**config.mk**
```make
export PLATFORM = sky130hd
export DESIGN_NAME = pipe_stage_reg
export DESIGN_NICKNAME = d
export VERILOG_FILES = /design/src/rtl/lc3b_types_pkg.sv /design/src/rtl/pipe_stage_reg_entry.sv /design/src/rtl/pipe_stage_reg.sv
export SDC_FILE = /design/constraint.sdc
export NUM_CORES = 1
export LEC_CHECK = 0
export BUFFER_PORTS_ARGS = -buffer_cell sky130_fd_sc_hd__buf_2
export CELL_PAD_IN_SITES_DETAIL_PLACEMENT = 0
export CELL_PAD_IN_SITES_GLOBAL_PLACEMENT = 1
export CORE_MARGIN = 2
export CORE_UTILIZATION = 30
export CTS_BUF_LIST = sky130_fd_sc_hd__clkbuf_8
export DETAILED_ROUTE_END_ITERATION = 16
export HOLD_SLACK_MARGIN = 0.05
export PLACE_DENSITY = 0.64
export SYNTH_ARGS = -nofsm -noshare
export SYNTH_HDL_FRONTEND = slang
export SYNTH_SLANG_ARGS = --single-unit
```
**constraint.sdc**
```tcl
create_clock -name clk -period 1.49 [get_ports clk]
set_input_delay 0.149 -clock clk [delete_from_list [all_inputs] [get_ports clk]]
set_output_delay 0.149 -clock clk [all_outputs]
set_load 0.1 [all_outputs]
```
**src/rtl/lc3b_types_pkg.sv**
```systemverilog
// Shared LC-3b pipeline types: machine word, instruction packet and the
// occupancy states of a pipeline stage register.
package lc3b_types;

  typedef logic [15:0] lc3b_word;

  // Instruction packet carried alongside each in-flight instruction.
  typedef struct packed {
    logic [3:0]  opcode;
    logic [2:0]  dr;
    logic [2:0]  sr1;
    logic [2:0]  sr2;
    logic [2:0]  flags;
    logic [15:0] pc;
  } lc3b_ipacket;

  // Occupancy of a two-entry stage register (head + skid).
  typedef enum logic [1:0] {
    ST_EMPTY = 2'd0,
    ST_ONE   = 2'd1,
    ST_FULL  = 2'd2
  } lc3b_stage_state_t;

  localparam int LC3B_STAGE_PKT_W  = $bits(lc3b_ipacket);
  localparam int LC3B_STAGE_DATA_W = 3 * $bits(lc3b_word);

endpackage

```
**src/rtl/pipe_stage_reg_entry.sv**
```systemverilog
// One {valid, pkt, data} storage slot of a pipeline stage register.
// clear wins over load; zero additionally wipes the stored contents.
module pipe_stage_entry
  import lc3b_types::*;
#(
  parameter int PKT_W  = LC3B_STAGE_PKT_W,
  parameter int DATA_W = LC3B_STAGE_DATA_W
) (
  input  logic              clk,
  input  logic              reset,
  input  logic              load_i,
  input  logic              clear_i,
  input  logic              zero_i,
  input  logic [PKT_W-1:0]  pkt_i,
  input  logic [DATA_W-1:0] data_i,
  output logic              valid_o,
  output logic [PKT_W-1:0]  pkt_o,
  output logic [DATA_W-1:0] data_o
);

  logic              valid_q, valid_d;
  logic [PKT_W-1:0]  pkt_q, pkt_d;
  logic [DATA_W-1:0] data_q, data_d;

  // Next slot contents: a clear invalidates (and optionally zeroes), a load captures the input.
  always_comb begin
    valid_d = valid_q;
    pkt_d   = pkt_q;
    data_d  = data_q;
    if (clear_i) begin
      valid_d = 1'b0;
      if (zero_i) begin
        pkt_d  = '0;
        data_d = '0;
      end
    end else if (load_i) begin
      valid_d = 1'b1;
      pkt_d   = pkt_i;
      data_d  = data_i;
    end
  end

  // Slot register with synchronous reset to an all-zero, invalid entry.
  always_ff @(posedge clk) begin
    if (reset) begin
      valid_q <= 1'b0;
      pkt_q   <= '0;
      data_q  <= '0;
    end else begin
      valid_q <= valid_d;
      pkt_q   <= pkt_d;
      data_q  <= data_d;
    end
  end

  assign valid_o = valid_q;
  assign pkt_o   = pkt_q;
  assign data_o  = data_q;

endmodule

```
**src/rtl/pipe_stage_reg.sv**
```systemverilog
// Inter-stage pipeline register with valid/ready handshake and a 2-entry
// skid buffer (head H + skid S), so in_ready comes straight from a flop.
// Supports flush, external hold and optional zeroing of bubbles.
// Optional feature: define MEM_WB_STAGE_PERF_EN to add the saturating
// hold / backpressure performance counters and their output ports.
module pipe_stage_reg
  import lc3b_types::*;
#(
  parameter int PKT_W       = LC3B_STAGE_PKT_W,
  parameter int DATA_W      = LC3B_STAGE_DATA_W,
  parameter int ZERO_BUBBLE = 1
) (
  input  logic              clk,
  input  logic              reset,
  input  logic              flush,
  input  logic              hold,
  input  logic              in_valid,
  output logic              in_ready,
  input  logic [PKT_W-1:0]  in_pkt,
  input  logic [DATA_W-1:0] in_data,
  output logic              out_valid,
  input  logic              out_ready,
  output logic [PKT_W-1:0]  out_pkt,
  output logic [DATA_W-1:0] out_data
`ifdef MEM_WB_STAGE_PERF_EN
  ,
  output logic [31:0]       perf_hold_cnt,
  output logic [31:0]       perf_bp_cnt
`endif
);

  localparam logic ZeroBubble = (ZERO_BUBBLE != 0);

  logic              headValid, skidValid;
  logic [PKT_W-1:0]  headPkt, skidPkt, headPktIn;
  logic [DATA_W-1:0] headData, skidData, headDataIn;
  logic              headLoad, headClear, headFromSkid;
  logic              skidLoad, skidClear;
  logic              entryZero;
  logic              acc, deq;
  lc3b_stage_state_t state;

  assign in_ready  = ~skidValid;
  assign out_valid = headValid & ~hold;
  assign acc       = in_valid & in_ready;
  assign deq       = out_valid & out_ready;
  assign entryZero = flush & ZeroBubble;

  // Occupancy is fully determined by the two valid flops; S is only ever filled while H is valid.
  always_comb begin
    state = ST_EMPTY;
    if (skidValid)      state = ST_FULL;
    else if (headValid) state = ST_ONE;
  end

  // Slot control: flush empties both slots, otherwise advance according to accept/dequeue.
  always_comb begin
    headLoad     = 1'b0;
    headClear    = 1'b0;
    headFromSkid = 1'b0;
    skidLoad     = 1'b0;
    skidClear    = 1'b0;
    if (flush) begin
      headClear = 1'b1;
      skidClear = 1'b1;
    end else begin
      case (state)
        ST_EMPTY: begin
          if (acc) headLoad = 1'b1;
        end
        ST_ONE: begin
          if (acc && deq)       headLoad  = 1'b1;
          else if (acc)         skidLoad  = 1'b1;
          else if (deq)         headClear = 1'b1;
        end
        ST_FULL: begin
          if (deq) begin
            headLoad     = 1'b1;
            headFromSkid = 1'b1;
            skidClear    = 1'b1;
          end
        end
        default: begin
          headClear = 1'b1;
          skidClear = 1'b1;
        end
      endcase
    end
  end

  assign headPktIn  = headFromSkid ? skidPkt  : in_pkt;
  assign headDataIn = headFromSkid ? skidData : in_data;

  pipe_stage_entry #(.PKT_W(PKT_W), .DATA_W(DATA_W)) uHead (
    .clk     (clk),
    .reset   (reset),
    .load_i  (headLoad),
    .clear_i (headClear),
    .zero_i  (entryZero),
    .pkt_i   (headPktIn),
    .data_i  (headDataIn),
    .valid_o (headValid),
    .pkt_o   (headPkt),
    .data_o  (headData)
  );

  pipe_stage_entry #(.PKT_W(PKT_W), .DATA_W(DATA_W)) uSkid (
    .clk     (clk),
    .reset   (reset),
    .load_i  (skidLoad),
    .clear_i (skidClear),
    .zero_i  (entryZero),
    .pkt_i   (in_pkt),
    .data_i  (in_data),
    .valid_o (skidValid),
    .pkt_o   (skidPkt),
    .data_o  (skidData)
  );

  // Bubbles show up as an all-zero NOP packet when zeroing is enabled, else the stale head is visible.
  always_comb begin
    out_pkt  = headPkt;
    out_data = headData;
    if (ZeroBubble && !out_valid) begin
      out_pkt  = '0;
      out_data = '0;
    end
  end

`ifdef MEM_WB_STAGE_PERF_EN
  logic [31:0] perfHoldCnt_q, perfHoldCnt_d;
  logic [31:0] perfBpCnt_q, perfBpCnt_d;

  // Saturating event counts; flush deliberately leaves them alone.
  always_comb begin
    perfHoldCnt_d = perfHoldCnt_q;
    perfBpCnt_d   = perfBpCnt_q;
    if (hold && headValid && (perfHoldCnt_q != 32'hFFFF_FFFF))
      perfHoldCnt_d = perfHoldCnt_q + 32'd1;
    if (out_valid && !out_ready && (perfBpCnt_q != 32'hFFFF_FFFF))
      perfBpCnt_d = perfBpCnt_q + 32'd1;
  end

  // Counter registers, cleared only by reset.
  always_ff @(posedge clk) begin
    if (reset) begin
      perfHoldCnt_q <= '0;
      perfBpCnt_q   <= '0;
    end else begin
      perfHoldCnt_q <= perfHoldCnt_d;
      perfBpCnt_q   <= perfBpCnt_d;
    end
  end

  assign perf_hold_cnt = perfHoldCnt_q;
  assign perf_bp_cnt   = perfBpCnt_q;
`endif

endmodule

```
==> flow_summary.json, run 1 <==
{
  "htreeDepth": 4,
  "drv_slew": 0,
  "initial_core_util": 0.305,
  "die_w_um": 164,
  "grt_pass1_vias": 8510,
  "power_density_nw_per_um2": 678,
  "io_buffers": 167,
  "postLayoutCellArea_um2": 15200,
  "avgSynthCellArea_um2": 8.11,
  "setup_viol": 241,
  "drtIter0Drc": 732,
  "syn_nets": 1032,
  "path_clk_slew_ps": 90,
  "startpoint_type": "register",
  "yosys-top-cells-area": "dfxtp_1 42%, o311ai_0 9.1%, o32ai_1 8.0%",
  "crit_path_end_kind": "register",
  "post-route-min-period_ps": 1880,
  "antenna_found_initial": 3,
  "vias": 9056,
  "synth-edff-count": 0,
  "ios": 168,
  "ys.warnings.count": 0,
  "cap_violations": 0,
  "synth_cell_types": 27,
  "rows": 58,
  "synth-async-reset-ratio": 0,
  "fmax_mhz": 533,
  "ir_drop_v": 0.000457,
  "insertion_delay_ps": 470,
  "root_buffer": "clkbuf_8",
  "tightestPinTransition_ps": 1270,
  "finalHoldViolations": 0,
  "via_per_inst": 5.78,
  "wirelength_um": 35800,
  "p_leak_nw": 5.24,
  "grt_pass1_wl_um": 48600,
  "pre_cts_ws_ps": -54.7,
  "worstPathArrival_ps": 2260,
  "numCtsBuffers": 17,
  "synth_commonest_cells": "162 x dfxtp_1, 89 x clkbuf_1, 84 x a21oi_1",
  "cts_tree": "done",
  "fp.dieH_um": 164,
  "gr-usage-all-layers": 0.232,
  "path_class": "reg2reg",
  "netlist_area_um2": 7670,
  "tns_ps": -68170,
  "hpwlAfterDp_um": 17000,
  "drc": 0,
  "synth.largest_area_cell": "dfxtp_1",
  "clockBufferDepth": 2,
  "first_pass_iters": 8,
  "dieArea_um2": 26900,
  "dpl_cell_area_um2": 10600,
  "layout.nets": 1308,
  "synth_top_area_share": 0.423,
  "syn_inst": 946,
  "ys_dominant_reg_cell": "dfxtp_1",
  "holdCritPathClass": "in2reg",
  "synth_most_common_cell": "dfxtp_1",
  "synth-seq-cells": 162,
  "clkSinkCount": 162,
  "outcome": "finished, violations left",
  "antenna_left": 0,
  "setup_ws_ps": -386,
  "syn2layout_area_growth_pct": 97.7,
  "globalplace.congestion": 0.727,
  "fill_cells": 1978,
  "post-route-period-util": 1.26,
  "layout-drive-gt1-share": 0.522,
  "violations": "negative setup slack",
  "post_drt_wl_per_cell_um": 22.8,
  "worstHoldPathCells": 4,
  "worstRegToRegCells": 9,
  "clock_skew_ps": 15.5,
  "ys_seq_area_frac": 0.423,
  "required_ps": 1870,
  "cp_max_fo": 5,
  "core_um2": 25200,
  "relSlewSlack": 0.150,
  "grt_overflow_total": 0,
  "rsz0062_at_grt": "yes",
  "r2r_slack_ps": -390,
  "grt_max_degree": 81
}
## worst max-delay path, stage by stage (launching register included)
cell	delay, ps
dfxtp_2	340
buf_4	110
buf_6	100
buf_6	100
buf_6	100
nor4bb_4	340
buf_6	250
clkbuf_16	180
nand3_2	70
a21oi_1	190
## cell families (layout without fill, tap and decap cells)
| kind of cell | after synthesis | after routing | synth area share |
|---|---|---|---|
| other cells | 0 | 3 | 0 |
| simple gates | 410 | 410 | 0.256 |
| flops | 162 | 162 | 0.423 |
| mux | 1 | 1 | 0.00130 |
| buf+inv | 125 | 414 | 0.0683 |
| compound gates | 248 | 248 | 0.251 |
## area by class of cell
cell class                 count  area, um^2  area share
clock buffer                  17         234      0.0154
inverter                       2        11.3    0.000742
antenna                        3        7.51    0.000495
sequential                   162        3250       0.214
tap                          330         413      0.0272
clock inverter                15         241      0.0159
timing repair buffer         380        5150       0.340
multi-input combinational    659        5860       0.386
## stage by stage
stage / utilization / hold WS (ps) / total power, W / instances
floorplan: - / 295 / 0.00513 / 946
global placement: 0.419 / 419 / 0.00564 / 1368
detailed placement: 0.419 / 426 / 0.00564 / 1368
CTS: 0.521 / 55.2 / 0.00996 / 1529
global route: 0.602 / 68.7 / 0.0106 / 1568
finish: 0.602 / 82.4 / 0.0103 / 1568
## routing by layer
metal,routed length [um],vias to the layer above,GRT usage
met4,993,0,0.0845
met3,2140,69,0.0396
met1,15200,4524,0.312
met5,0,-,0
li1,-,4072,-
met2,17400,391,0.373
## cell usage in the layout (no fill, tap or decap), types with 26 or more instances in the layout
cell,n
buf_2,83
buf_12,119
o311ai_1,48
o32ai_2,61
and2_4,80
a21oi_1,41
dlygate4sd3_1,81
buf_4,34
nand3_2,32
nand3_1,26
dfxtp_1,160
a21oi_2,41
nor3_2,28
nand2_1,81
nor3_1,35
nor2_1,79
o311ai_0,31
## registers in the layout, indices dropped and copies added (netlist names)
signal and count:
uSkid.pkt_o 32, uHead.data_o 48, uSkid.valid_o 1, uHead.pkt_o 32, uSkid.data_o 48, uHead.valid_o 1
## worst paths after layout
kind                                     start                            to
setup / recovery    uHead.valid_o$_SDFFE_PP0P_  uSkid.pkt_o[27]$_SDFFE_PP0P_
hold / removal                           reset    uSkid.valid_o$_SDFFE_PP0P_
setup reg to reg    uHead.valid_o$_SDFFE_PP0P_  uSkid.pkt_o[27]$_SDFFE_PP0P_
hold reg to reg   uHead.data_o[9]$_SDFFE_PP0P_  uHead.data_o[9]$_SDFFE_PP0P_
## power breakdown
part | internal [W] | total [W] | switching [W]
clock network | 0.00216 | 0.00394 | 0.00177
logic | 0.000845 | 0.00187 | 0.00103
registers | 0.00442 | 0.00448 | 0.0000580
## timing repair
item                                    4_1_cts  5_1_grt
pin swaps                                    60      121
cloned                                       19       26
endpoints found under the setup margin      183      242
hold endpoints to repair                    128        0
gates resized for setup                     129      267
hold buffers                                 81        0
buffers inserted                             29       16
Power figures use the tool's default switching activity.
==> run 2: changes to the inputs <==
PLACE_DENSITY = 0.59   (was 0.64)
SYNTH_HIERARCHICAL = 1   (was default)
==> run 2 against run 1 <==
The flow still finishes with violations (negative setup slack). Register-to-register slack is essentially flat. Synthesized cell count is 3.6% lower. Clock power down 14%. Hold slack improved by 49 ps. Cell count is 4.8% higher. Critical endpoint is now uHead/pkt_o[30]$_SDFFE_PP0P_. Largest cell class unchanged. Highest routed layer unchanged.
==> flow_summary.json, run 2 <==
{
  "synth_commonest_cells": "162 x dfxtp_1, 162 x inv_1, 162 x nand2b_1",
  "tightestPinTransition_ps": 319,
  "rows": 67,
  "tns_ps": -75340,
  "path_class": "reg2reg",
  "outcome": "finished, violations left",
  "p_leak_nw": 6.02,
  "clockBufferDepth": 2,
  "synth-edff-count": 0,
  "fp.dieH_um": 188,
  "insertion_delay_ps": 480,
  "final_cell_mix": "160 x nand2b_1, 160 x dfxtp_1, 157 x o32ai_2, 107 x buf_12, 85 x mux2_4",
  "io_buffers": 167,
  "grt_max_degree": 53,
  "dieArea_um2": 35200,
  "startpoint_type": "register",
  "violations": "negative setup slack",
  "globalplace.congestion": 0.706,
  "layout-drive-gt1-share": 0.588,
  "clock_skew_ps": 24.2,
  "syn2layout_area_growth_pct": 47.7,
  "setup_viol": 241,
  "post_drt_wl_per_cell_um": 17.1,
  "cp_max_fo": 6,
  "relSlewSlack": 0.787,
  "holdWs_ps": 131,
  "ios": 168,
  "cts_tree": "done",
  "core_um2": 33400,
  "required_ps": 1860,
  "initial_core_util": 0.303,
  "fin_cells": 1643,
  "holdCritPathClass": "in2reg",
  "setup_ws_ps": -374,
  "layout.nets": 1267,
  "numCtsBuffers": 17,
  "post-route-period-util": 1.25,
  "grt_overflow_total": 0,
  "syn_inst": 912,
  "yosys-top-cells-area": "dfxtp_1 32%, o32ai_2 26%, mux2_4 12%",
  "root_buffer": "clkbuf_8",
  "ir_drop_v": 0.000442,
  "power_density_nw_per_um2": 637,
  "rsz0062_at_grt": "yes",
  "hpwlAfterDp_um": 16700,
  "first_pass_iters": 4,
  "synth_cell_types": 18,
  "netlist_area_um2": 10100,
  "htreeDepth": 4,
  "synth.largest_area_cell": "dfxtp_1",
  "ys_seq_area_frac": 0.320,
  "crit_path_end_kind": "register",
  "drv_slew": 0,
  "syn_nets": 998,
  "via_per_inst": 4.40,
  "worstPathArrival_ps": 2230,
  "placed_cells_incl_taps": 1486,
  "grt_pass1_wl_um": 40600,
  "post-route-min-period_ps": 1860,
  "avgSynthCellArea_um2": 11.1,
  "finalHoldViolations": 0,
  "fmax_mhz": 537,
  "ys.warnings.count": 6,
  "cap_violations": 0,
  "drtIter0Drc": 337,
  "antenna_found_initial": 1,
  "vias": 7232,
  "path_clk_slew_ps": 110,
  "final_core_util": 0.448,
  "ys_dominant_reg_cell": "dfxtp_1",
  "clkSinkCount": 162,
  "synth-seq-cells": 162,
  "gr-usage-all-layers": 0.147,
  "antenna_left": 0,
  "fill_cells": 3160,
  "synth-async-reset-ratio": 0,
  "drc": 0,
  "wirelength_um": 28100,
  "grt_pass1_vias": 7157,
  "synth_top_area_share": 0.320,
  "die_w_um": 188
}
## run 2: cell type report
cell class / count / area [um^2] / share of cell area
clock inverter: 15 / 158 / 0.0105
multi-input combinational: 501 / 5760 / 0.385
timing repair buffer: 337 / 4390 / 0.293
tap: 448 / 561 / 0.0375
sequential: 162 / 3250 / 0.217
antenna: 1 / 2.50 / 0.000167
inverter: 162 / 608 / 0.0407
clock buffer: 17 / 234 / 0.0156
## run 2: power breakdown
group | switching (W) | internal [W] | leakage [nW]
clock | 0.00187 | 0.00151 | 0.194
combinational | 0.000823 | 0.000897 | 4.51
sequential | 0.0000393 | 0.00439 | 1.31
## run 2: what timing repair did
item,CTS,global route
hold buffers,81,0
resized for setup,65,45
pin swaps,22,2
setup buffers,9,5
setup endpoints to repair,242,242
cloned,6,23
hold endpoints to repair,81,0
## run 2: worst paths after layout
kind	startpoint	to	slack, ps	cells past startpoint
max reg2reg	uHead/valid_o$_SDFFE_PP0P_	uHead/pkt_o[30]$_SDFFE_PP0P_	-370	8
max	uHead/valid_o$_SDFFE_PP0P_	uHead/pkt_o[30]$_SDFFE_PP0P_	-370	8
min reg2reg	uHead/pkt_o[4]$_SDFFE_PP0P_	uHead/pkt_o[4]$_SDFFE_PP0P_	500	2
min	flush	uSkid/valid_o$_SDFFE_PP0P_	130	5
## run 2: stage by stage
step	setup WS, ps	cell area, um^2	total power, W
2_1_floorplan	-73.7	10300	0.00557
3_3_place_gp	-183	12700	0.00586
3_5_place_dp	-205	12700	0.00587
4_1_cts	-376	14300	0.00955
5_1_grt	-426	15000	0.00999
6_report	-374	15000	0.00953
## run 2: metal layers
layer | GRT usage | vias up | part of all wire
met5 | 0 | - | 0
met1 | 0.190 | 3468 | 0.47
li1 | - | 3645 | -
met2 | 0.253 | 104 | 0.50
met4 | 0.0363 | 0 | 0.0091
met3 | 0.0264 | 15 | 0.024
## run 2: kinds of logic after synthesis
group                  share of synthesized area
AOI/OAI and AO/OA                          0.260
buffers and inverters                      0.143
DFF                                        0.320
muxes                                      0.122
and+or+nand+nor                            0.155
## run 2: critical path, cell delays in order, from the launching register on
cell	delay, ps
dfxtp_2	340
nor2b_4	190
buf_4	150
and4b_4	280
buf_6	130
bufbuf_16	270
mux2_4	300
inv_2	50
o32ai_2	60
